### src/rtl/key_event_encoder.sv
// Press-edge detector, priority encoder and event FIFO for the 16-key pad.
// Optional auto-repeat of a held key is compiled in with `define KEY_REPEAT_EN.
module key_event_encoder #(
    parameter int FIFO_DEPTH   = 4,
    parameter int REPEAT_DELAY = 25_000_000,
    parameter int REPEAT_RATE  = 5_000_000
) (
    input  logic                          clk,
    input  logic                          rstn,
    input  logic [15:0]                   key_deb,
    input  logic                          ev_ready,
    input  logic                          ovf_clr,
    output logic                          ev_valid,
    output logic [3:0]                    ev_code,
    output logic [$clog2(FIFO_DEPTH):0]   ev_count,
    output logic                          key_held,
    output logic                          multi_err,
    output logic                          overflow
);
    localparam int AW = $clog2(FIFO_DEPTH);
    localparam int CW = AW + 1;

    logic [15:0]   key_prev;
    logic [15:0]   new_press;
    logic          new_any;
    logic          multi;
    logic [3:0]    press_code;
    logic          push;
    logic [3:0]    push_code;

    assign new_press = key_deb & ~key_prev;
    assign new_any   = |new_press;
    // x & (x-1) is nonzero exactly when more than one bit is set
    assign multi     = |(new_press & (new_press - 16'd1));

    always_comb begin
        press_code = '0;
        for (int unsigned i = 16; i > 0; i--) begin
            if (new_press[i-1]) press_code = 4'(i - 1);
        end
    end

`ifdef KEY_REPEAT_EN
    typedef enum logic [1:0] {IDLE, DELAY, REPEAT} rep_state_t;

    rep_state_t  state, state_nxt;
    logic [31:0] cnt, cnt_nxt;
    logic [3:0]  rep_code, rep_code_nxt;
    logic        rep_push;

    always_ff @(posedge clk or negedge rstn) begin
        if (!rstn) begin
            state    <= IDLE;
            cnt      <= '0;
            rep_code <= '0;
        end else begin
            state    <= state_nxt;
            cnt      <= cnt_nxt;
            rep_code <= rep_code_nxt;
        end
    end

    // A fresh press always restarts the delay and masks any repeat due this cycle
    always_comb begin
        state_nxt    = state;
        cnt_nxt      = cnt;
        rep_code_nxt = rep_code;
        rep_push     = 1'b0;
        if (new_any) begin
            state_nxt    = DELAY;
            rep_code_nxt = press_code;
            cnt_nxt      = '0;
        end else begin
            case (state)
                IDLE: ;
                DELAY: begin
                    if (!key_deb[rep_code]) begin
                        state_nxt = IDLE;
                    end else if (cnt == 32'(REPEAT_DELAY - 1)) begin
                        rep_push  = 1'b1;
                        cnt_nxt   = '0;
                        state_nxt = REPEAT;
                    end else begin
                        cnt_nxt = cnt + 32'd1;
                    end
                end
                REPEAT: begin
                    if (!key_deb[rep_code]) begin
                        state_nxt = IDLE;
                    end else if (cnt == 32'(REPEAT_RATE - 1)) begin
                        rep_push = 1'b1;
                        cnt_nxt  = '0;
                    end else begin
                        cnt_nxt = cnt + 32'd1;
                    end
                end
                default: state_nxt = IDLE;
            endcase
        end
    end

    assign push      = new_any | rep_push;
    assign push_code = new_any ? press_code : rep_code;
`else
    logic unused_rep;

    assign unused_rep = REPEAT_DELAY[0] ^ REPEAT_RATE[0];
    assign push       = new_any;
    assign push_code  = press_code;
`endif

    logic [3:0]    mem [FIFO_DEPTH];
    logic [AW-1:0] wr_ptr, rd_ptr;
    logic [CW-1:0] count;
    logic          full, pop, wr_en, drop;

    assign full     = (count == CW'(FIFO_DEPTH));
    assign ev_valid = (count != '0);
    assign pop      = ev_valid & ev_ready;
    // A pop frees the slot in the same cycle, so a full FIFO still accepts
    assign wr_en    = push & (~full | pop);
    assign drop     = push & full & ~pop;
    assign ev_code  = ev_valid ? mem[rd_ptr] : '0;
    assign ev_count = count;

    always_ff @(posedge clk) begin
        if (wr_en) mem[wr_ptr] <= push_code;
    end

    always_ff @(posedge clk or negedge rstn) begin
        if (!rstn) begin
            key_prev  <= '0;
            wr_ptr    <= '0;
            rd_ptr    <= '0;
            count     <= '0;
            key_held  <= 1'b0;
            multi_err <= 1'b0;
            overflow  <= 1'b0;
        end else begin
            key_prev  <= key_deb;
            key_held  <= |key_deb;
            multi_err <= multi;
            if (wr_en) wr_ptr <= wr_ptr + AW'(1);
            if (pop)   rd_ptr <= rd_ptr + AW'(1);
            case ({wr_en, pop})
                2'b10:   count <= count + CW'(1);
                2'b01:   count <= count - CW'(1);
                default: count <= count;
            endcase
            if (drop)         overflow <= 1'b1;
            else if (ovf_clr) overflow <= 1'b0;
        end
    end
endmodule

### config.mk
export PLATFORM = sky130hd
export DESIGN_NAME = key_event_encoder
export DESIGN_NICKNAME = d
export VERILOG_FILES = /design/src/rtl/key_event_encoder.sv
export SDC_FILE = /design/constraint.sdc
export NUM_CORES = 1
export LEC_CHECK = 0
export ABC_AREA = 1
export CAP_MARGIN = 10
export CORE_UTILIZATION = 45
export CTS_BUF_LIST = sky130_fd_sc_hd__clkbuf_4
export CTS_CLUSTER_DIAMETER = 30
export DETAILED_ROUTE_END_ITERATION = 7
export GPL_ROUTABILITY_DRIVEN = 0
export PLACE_DENSITY = 0.79
export SYNTH_ARGS = -nofsm -noshare
export SYNTH_HDL_FRONTEND = slang
export SYNTH_SLANG_ARGS = --single-unit
### constraint.sdc
create_clock -name clk -period 1.9 [get_ports clk]
set_clock_uncertainty 0.2 [all_clocks]
set_input_delay 0.38 -clock clk [delete_from_list [all_inputs] [get_ports clk]]
set_output_delay 0.38 -clock clk [all_outputs]
set_load 0.05 [all_outputs]
==> impl_results.md, run 1 <==
* Outcome: finished with violations
* Violated checks: negative setup slack
* Slowest stage cell, crit path: sky130_fd_sc_hd__dfrtp_2
* Cell chosen for the clock root: sky130_fd_sc_hd__clkbuf_4
* Vias after detailed routing at about 1,800
* RSZ-0062 raised after global routing: true
* Gr ovfl total at 0
* Leakage at between 1.5 and 2 nW
* Post-route setup slack at -155 ps
* Detailed Routing Iterations Pass 1 at 7
* Crit Path Max Fanout at 5
* Synthesized area per cell at ~9.3 um2
* Maximum single-stage delay on the critical path at approximately 390 ps
* Minimum period implied by the final worst setup slack at 2060 ps
* Wire length of the first global-routing pass at about 7.6 mm
* Die H at around 70 um
* Slew at the pin with the worst max-slew slack at 363 ps
* Top-Level Pins at 31
* ANT cells at 0
* Die area at 0.00506 mm2
* Number of cell rows at 24
* Final HPWL DP at 3.25 mm
* Slew Limit Headroom at 75.6%
* Overall Global Routing Usage at 19.8%
* Critical path data arrival time at roughly 1500 ps
* Kind of start point of the critical path: register
* Insertion delay to the later sink of the worst-skew pair at between 300 and 400 ps
* Post-Syn Area at around 0.0022 mm2
* Number of max-slew violations in the final report at 0
* Average routed wire per standard cell at roughly 12 um
* Placed standard-cell area at between 0.002 and 0.003 mm2
* Final hold viol count at 0
* Multi-input logic area at 986 um2
* Clock slew at reported path FFs at approximately 130 ps
* Cell repeated most along the worst path: sky130_fd_sc_hd__nor2_1
* Initial standard-cell utilization of the core at 48.1%
* Setup violations, final at 5
* Max Freq at slightly below 500 MHz
* Number of distinct library cells after synthesis at 32
* Mapped Nets at 256
* Post-Layout Inst Area at 0.00329 mm2
* Die boundary width at 71.2 um
* Max_cap viols at 0
* Share of synthesized area occupied by flip-flops and latches at 52.6%
* Maximum number of pins on one net before global-route repair at 27
* Clock sinks at between 40 and 50
* Series of cell instances along the critical path: buf_6, nor2_1, nor2_1, o21ai_2, a21oi_4, buf_12
* Drt via density at 4.72
* Fillers at 299
* Detailed-route wire length at 4.80 mm
* Area used by sequential logic in the layout at 0.00114 mm2
* Post-synthesis register bit count at 42
* Inserted Clock Buffers at 5
* Number of buffers added on ports at 30
* Total power density per cell area at between 1000 and 1500 mW/mm2
* CTS tree: done
* Standard cell core area at 0.00447 mm2
* Required time reported for the critical path endpoint at 1320 ps
* Minimum hold slack at 64.4 ps
* Synthesis Warnings at 0
* Via count of the first global-routing pass at 1,761
* Final Util at 73.5%
* Number of antenna violations at the first check in global routing at 0
* Instance count of the mapped netlist at approximately 230
* Highest ir drop seen on vdd at 1.08 mV
* # nets final at 357
* Classification of the worst-slack hold path: in2reg
* Fin Setup TNS at -577 ps
* Kind of critical path: reg2out
* Iteration-0 DRC Markers at 60
* Leading cell type in the layout, fill and taps excluded: sky130_fd_sc_hd__buf_4
* Most used cells in the layout excluding fill and tap cells: sky130_fd_sc_hd__buf_4, sky130_fd_sc_hd__inv_1, sky130_fd_sc_hd__nand2_1, sky130_fd_sc_hd__nor2_1
* Count of H-tree levels built during CTS at 2
* Synth-to-Final Area Change at 52.8%
* Number of nets still failing antenna checks after routing at 0
* CTS Hold Buffers Added at 0
* Fin crit share at 108%
* Max Root-Sink Buffers at 2
* Share of layout cells above drive strength 1 at just under 50%
* DRC violation count after routing at 0
* Endpoint type of the worst setup path: output pin
-- worst max-delay path, delay by kind of cell, from the launching register on --
| kind | cells | cell delay (ps) |
|---|---|---|
| buffers and inverters | 2 | 290 |
| flip-flops | 1 | 390 |
| AO/OA/AOI/OAI | 2 | 250 |
| AND/OR/NAND/NOR | 2 | 190 |
-- repair_timing --
item / CTS / global route
resized for setup: 38 / 29
buffers inserted: 9 / 6
setup endpoints to repair: 11 / 22
pin swaps: 21 / 21
-- through the flow --
stage	setup slack, ps	instances	power, W
6_report	-155	385	0.00428
5_1_grt	-260	385	0.00453
4_1_cts	-146	379	0.00409
3_5_place_dp	-538	362	0.00346
3_3_place_gp	-483	362	0.00341
2_1_floorplan	-339	231	0.00253
-- cells by family (layout without fill, tap and decap cells) --
family | count (synthesis) | after routing | synth area share [%]
AND/OR/NAND/NOR | 102 | 102 | 25.9
buffers and inverters | 47 | 149 | 8.43
flip-flops | 42 | 42 | 52.6
AO/OA/AOI/OAI | 30 | 30 | 7.79
adder cells (fa/ha/maj) | 5 | 5 | 3.26
XOR/XNOR | 5 | 5 | 2.03
-- Yosys cell counts --
cell type                    n  area share [%]
sky130_fd_sc_hd__ha_1        4             2.3
sky130_fd_sc_hd__inv_2       6             1.0
sky130_fd_sc_hd__or2_1       1            0.29
sky130_fd_sc_hd__nand2_4     4             2.1
sky130_fd_sc_hd__nor2_1     27             4.7
sky130_fd_sc_hd__nor2_4      7             3.7
sky130_fd_sc_hd__clkbuf_1    1            0.17
sky130_fd_sc_hd__nand3_1     4            0.93
sky130_fd_sc_hd__inv_1      39             6.8
sky130_fd_sc_hd__a21o_1      1            0.35
sky130_fd_sc_hd__o21ai_0    12             2.8
sky130_fd_sc_hd__nand3_4     1            0.81
sky130_fd_sc_hd__a21oi_1    11             2.6
sky130_fd_sc_hd__nand4_1     1            0.29
sky130_fd_sc_hd__clkinv_4    1            0.41
sky130_fd_sc_hd__nor3_1      2            0.47
sky130_fd_sc_hd__fa_1        1            0.93
sky130_fd_sc_hd__o21bai_1    1            0.35
sky130_fd_sc_hd__nor2_2      1            0.29
sky130_fd_sc_hd__nand2_2    16             4.7
sky130_fd_sc_hd__xor2_1      5             2.0
sky130_fd_sc_hd__o21ai_1     1            0.23
sky130_fd_sc_hd__edfxtp_1   16              22
sky130_fd_sc_hd__nor3b_1     1            0.35
sky130_fd_sc_hd__o22ai_1     1            0.29
sky130_fd_sc_hd__nor4_1      4             1.2
sky130_fd_sc_hd__o21ai_2     1            0.41
sky130_fd_sc_hd__o2111ai_1   1            0.41
sky130_fd_sc_hd__nand2_1    31             5.4
sky130_fd_sc_hd__a221oi_1    1            0.41
sky130_fd_sc_hd__or2_4       2            0.81
sky130_fd_sc_hd__dfrtp_1    26              30
-- registers in the layout, indices dropped and copies added, names as in the netlist --
name       cells
ev_count       3
key_held       1
key_prev      16
mem           16
multi_err      1
overflow       1
rd_ptr         2
wr_ptr         2
-- per-layer routing --
| layer | vias to the layer above | wire, um | track usage (%) | share of wire [%] |
|---|---|---|---|---|
| met5 | - | 0 | 0 | 0 |
| met4 | 0 | 127 | 8.89 | 2.6 |
| met3 | 14 | 151 | 3.99 | 3.1 |
| met2 | 42 | 2600 | 35.9 | 54 |
| met1 | 837 | 1930 | 22.4 | 40 |
| li1 | 926 | - | - | - |
-- layout make-up --
class                      count  share of cell area [%]
clock buffer                   5                    1.14
inverter                      46                    5.67
timing repair buffer          95                    25.9
sequential                    42                    34.6
multi-input combinational    142                    30.0
tap                           52                    1.98
clock inverter                 3                   0.761
-- worst paths after layout --
check	from	endpoint	slack, ps	cells after the start
max in group asynchronous	rstn	rd_ptr[0]$_DFFE_PN0P_	1050	2
worst max register to register	key_prev[10]$_DFF_PN0_	ev_count[2]$_DFFE_PN0P_	-40	13
worst max-delay path	rd_ptr[0]$_DFFE_PN0P_	ev_code[1]	-160	6
worst min register to register	overflow$_DFFE_PN0P_	overflow$_DFFE_PN0P_	350	2
min in group asynchronous	rstn	ev_count[1]$_DFFE_PN0P_	180	2
worst min-delay path	key_deb[9]	key_prev[9]$_DFF_PN0_	60	2
-- report_power, final --
part	switching (W)	total [W]	leakage, nW	internal, W
registers	0.000130	0.00135	0.447	0.00122
clock network	0.000314	0.000465	0.0318	0.000151
logic	0.00135	0.00247	1.14	0.00112
total	0.00179	0.00428	1.62	0.00249
(Power assumes the default switching activity.)
==> run 2: changes to the inputs <==
CORE_UTILIZATION = 51   (was 45)
PLACE_DENSITY = 0.86   (was 0.79)
==> run 2 against run 1 <==
- the run still ends with negative setup slack left
- core utilization grew 13 points
- register-to-register slack got worse by 30 ps
- global-route usage increased by 6.7 points
- non-clock buffer count increased by 12
- critical path depth unchanged
- critical path type unchanged
- critical endpoint is now ev_code[0]
- largest cell class unchanged
- largest power group unchanged
==> impl_results.md, run 2 (synthesized netlist as in run 1, its figures left out) <==
* Met3 track utilization from global routing at 6.34%
* Kind of start point of the critical path: register
* Leading cell type in the layout, fill and taps excluded: sky130_fd_sc_hd__buf_4
* Clock power share at 9.4%
* Final Util at 86.0%
* Endpoint type of the worst setup path: output pin
* Slew at the pin with the worst max-slew slack at 350 ps
* GR peak layer: met2
* Net switching share of the total power at between 40% and 50%
* Critical path data arrival time at approximately 1500 ps
* Count of H-tree levels built during CTS at 2
* CTS tree: done
* Drt via density at approximately 5
* Die H at 67.0 um
* Insertion delay to the later sink of the worst-skew pair at 360 ps
* Die area at 0.00448 mm2
* Leakage at 1.71 nW
* Inserted Clock Buffers at 5
* Clock sinks at 42
* Kind of critical path: reg2out
* Violated checks: negative setup slack
* Total power density per cell area at 1310 mW/mm2
* Design Power at 0.00454 W
* Minimum hold slack at 106 ps
* Number of max-slew violations in the final report at 0
* ANT cells at 0
* Cell chosen for the clock root: sky130_fd_sc_hd__clkbuf_4
* Share of layout cells above drive strength 1 at 53.9%
* Met2 demand-to-capacity share in global routing at between 50 and 60%
* Post-Layout Inst Area at between 0.003 and 0.004 mm2
* Initial standard-cell utilization of the core at between 50 and 60%
* Fin crit share at 110%
* Outcome: finished with violations
* Global Route met1 Usage at 25.6%
* Detailed-route wire length at ~6 mm
* Sw power at 0.00194 W
* Gr ovfl total at 0
* Detailed Routing Iterations Pass 1 at 4
* Clock slew at reported path FFs at ~110 ps
* Highest ir drop seen on vdd at 0.627 mV
* Average routed wire per standard cell at ~15 um
* Overall Global Routing Usage at 26.5%
* Max_cap viols at 0
* Classification of the worst-slack hold path: in2reg
* Maximum number of pins on one net before global-route repair at 27
* Slew Limit Headroom at around three quarters
* Minimum period implied by the final worst setup slack at 2100 ps
* Int Power at 0.00260 W
* Number of antenna violations at the first check in global routing at 0
* Post-route setup slack at -198 ps
* Number of cell rows at 23
* Number of nets still failing antenna checks after routing at 0
* Share of power burned in registers at between 30% and 40%
* Max Root-Sink Buffers at 2
* CTS Hold Buffers Added at 0
* Top-Level Pins at 31
* DRC violation count after routing at 0
* Iteration-0 DRC Markers at 69
* Standard cell core area at 0.00403 mm2
* Via count of the first global-routing pass at about 2,000
* Wire length of the first global-routing pass at 8.50 mm
* Placed standard-cell area at ~0.003 mm2
* Fillers at 193
* Crit Path Max Fanout at 5
* Number of buffers added on ports at 30
* Portion of total power attributed to combinational logic at 60.5%
* Most used cells in the layout excluding fill and tap cells: sky130_fd_sc_hd__buf_4, sky130_fd_sc_hd__inv_1, sky130_fd_sc_hd__dfrtp_1
* Final HPWL DP at 3.50 mm
* Synth-to-Final Area Change at 61.0%
* Max Freq at 477 MHz
* # nets final at approximately 370
* RSZ-0062 raised after global routing: true
* Final hold viol count at 0
* Setup violations, final at 6
* Required time reported for the critical path endpoint at ~1300 ps
* Vias after detailed routing at slightly above 2,000
* Die boundary width at 67.0 um
## run 2: cell count changes in the layout (fill, tap and decap cells not counted), moves of 2 or more
cell | previous run | this run
sky130_fd_sc_hd__inv_6 | 2 | 0
sky130_fd_sc_hd__nor2_4 | 8 | 12
sky130_fd_sc_hd__nand2_2 | 21 | 19
sky130_fd_sc_hd__nor2_2 | 5 | 12
sky130_fd_sc_hd__nor2_1 | 22 | 11
sky130_fd_sc_hd__buf_4 | 64 | 74
sky130_fd_sc_hd__nand2_4 | 8 | 10
## run 2: per-layer routing
metal	part of all wire [%]	vias to the layer above
li1	-	947
met1	35	960
met2	57	82
met3	4.1	26
met4	3.8	0
met5	0	-
## run 2: worst max-delay path, stage by stage (launching register included)
cell and delay (ps):
sky130_fd_sc_hd__dfrtp_2 410, sky130_fd_sc_hd__buf_6 130, sky130_fd_sc_hd__nor2_2 50, sky130_fd_sc_hd__nor2_1 140
sky130_fd_sc_hd__o21ai_2 110, sky130_fd_sc_hd__a21oi_4 170, sky130_fd_sc_hd__buf_12 150
## run 2: power groups by stage
stage          clock network [W]  registers, W  logic [W]
2_1_floorplan                  0       0.00147    0.00106
3_3_place_gp                   0       0.00136    0.00206
3_5_place_dp                   0       0.00137    0.00212
4_1_cts                 0.000437       0.00133    0.00246
5_1_grt                 0.000473       0.00139    0.00291
6_report                0.000428       0.00137    0.00274
## run 2: cell type report
| type | instances | area (um2) | share of cell area, % |
|---|---|---|---|
| clock inverter | 2 | 8.76 | 0.253 |
| clock buffer | 6 | 45.0 | 1.30 |
| tap | 50 | 62.6 | 1.81 |
| inverter | 46 | 191 | 5.52 |
| multi-input combinational | 142 | 1060 | 30.7 |
| sequential | 42 | 1140 | 32.8 |
| timing repair buffer | 107 | 957 | 27.6 |
## run 2: worst paths after layout
| path | from | to | slack (ps) | depth (start not counted) |
|---|---|---|---|---|
| min in group asynchronous | rstn | rd_ptr[1]$_DFFE_PN0P_ | 180 | 2 |
| worst min-delay path | key_deb[7] | key_prev[7]$_DFF_PN0_ | 110 | 2 |
| worst max-delay path | rd_ptr[0]$_DFFE_PN0P_ | ev_code[0] | -200 | 6 |
| worst max register to register | key_prev[14]$_DFF_PN0_ | ev_count[2]$_DFFE_PN0P_ | -70 | 12 |
| worst min register to register | overflow$_DFFE_PN0P_ | overflow$_DFFE_PN0P_ | 340 | 2 |
| max in group asynchronous | rstn | ev_count[1]$_DFFE_PN0P_ | 1050 | 2 |
## run 2: per-stage QoR
stage | instances | setup slack, ps | setup TNS, ps
6_report | 395 | -198 | -767
5_1_grt | 395 | -303 | -1900
4_1_cts | 385 | -149 | -645
3_5_place_dp | 362 | -574 | -12800
3_3_place_gp | 362 | -487 | -10640
2_1_floorplan | 231 | -339 | -1270
## run 2: repair_timing
item | in CTS | in global routing
resized for setup | 50 | 45
cloned | 0 | 0
setup buffers | 15 | 11
setup endpoints to repair | 26 | 29
pin swaps | 25 | 28
==> run 3: changes to the inputs <==
ABC_CLOCK_PERIOD_IN_PS = 1900   (was default)
==> results of run 3 <==
Final layout, timing and power as in run 2 (identical DEF).
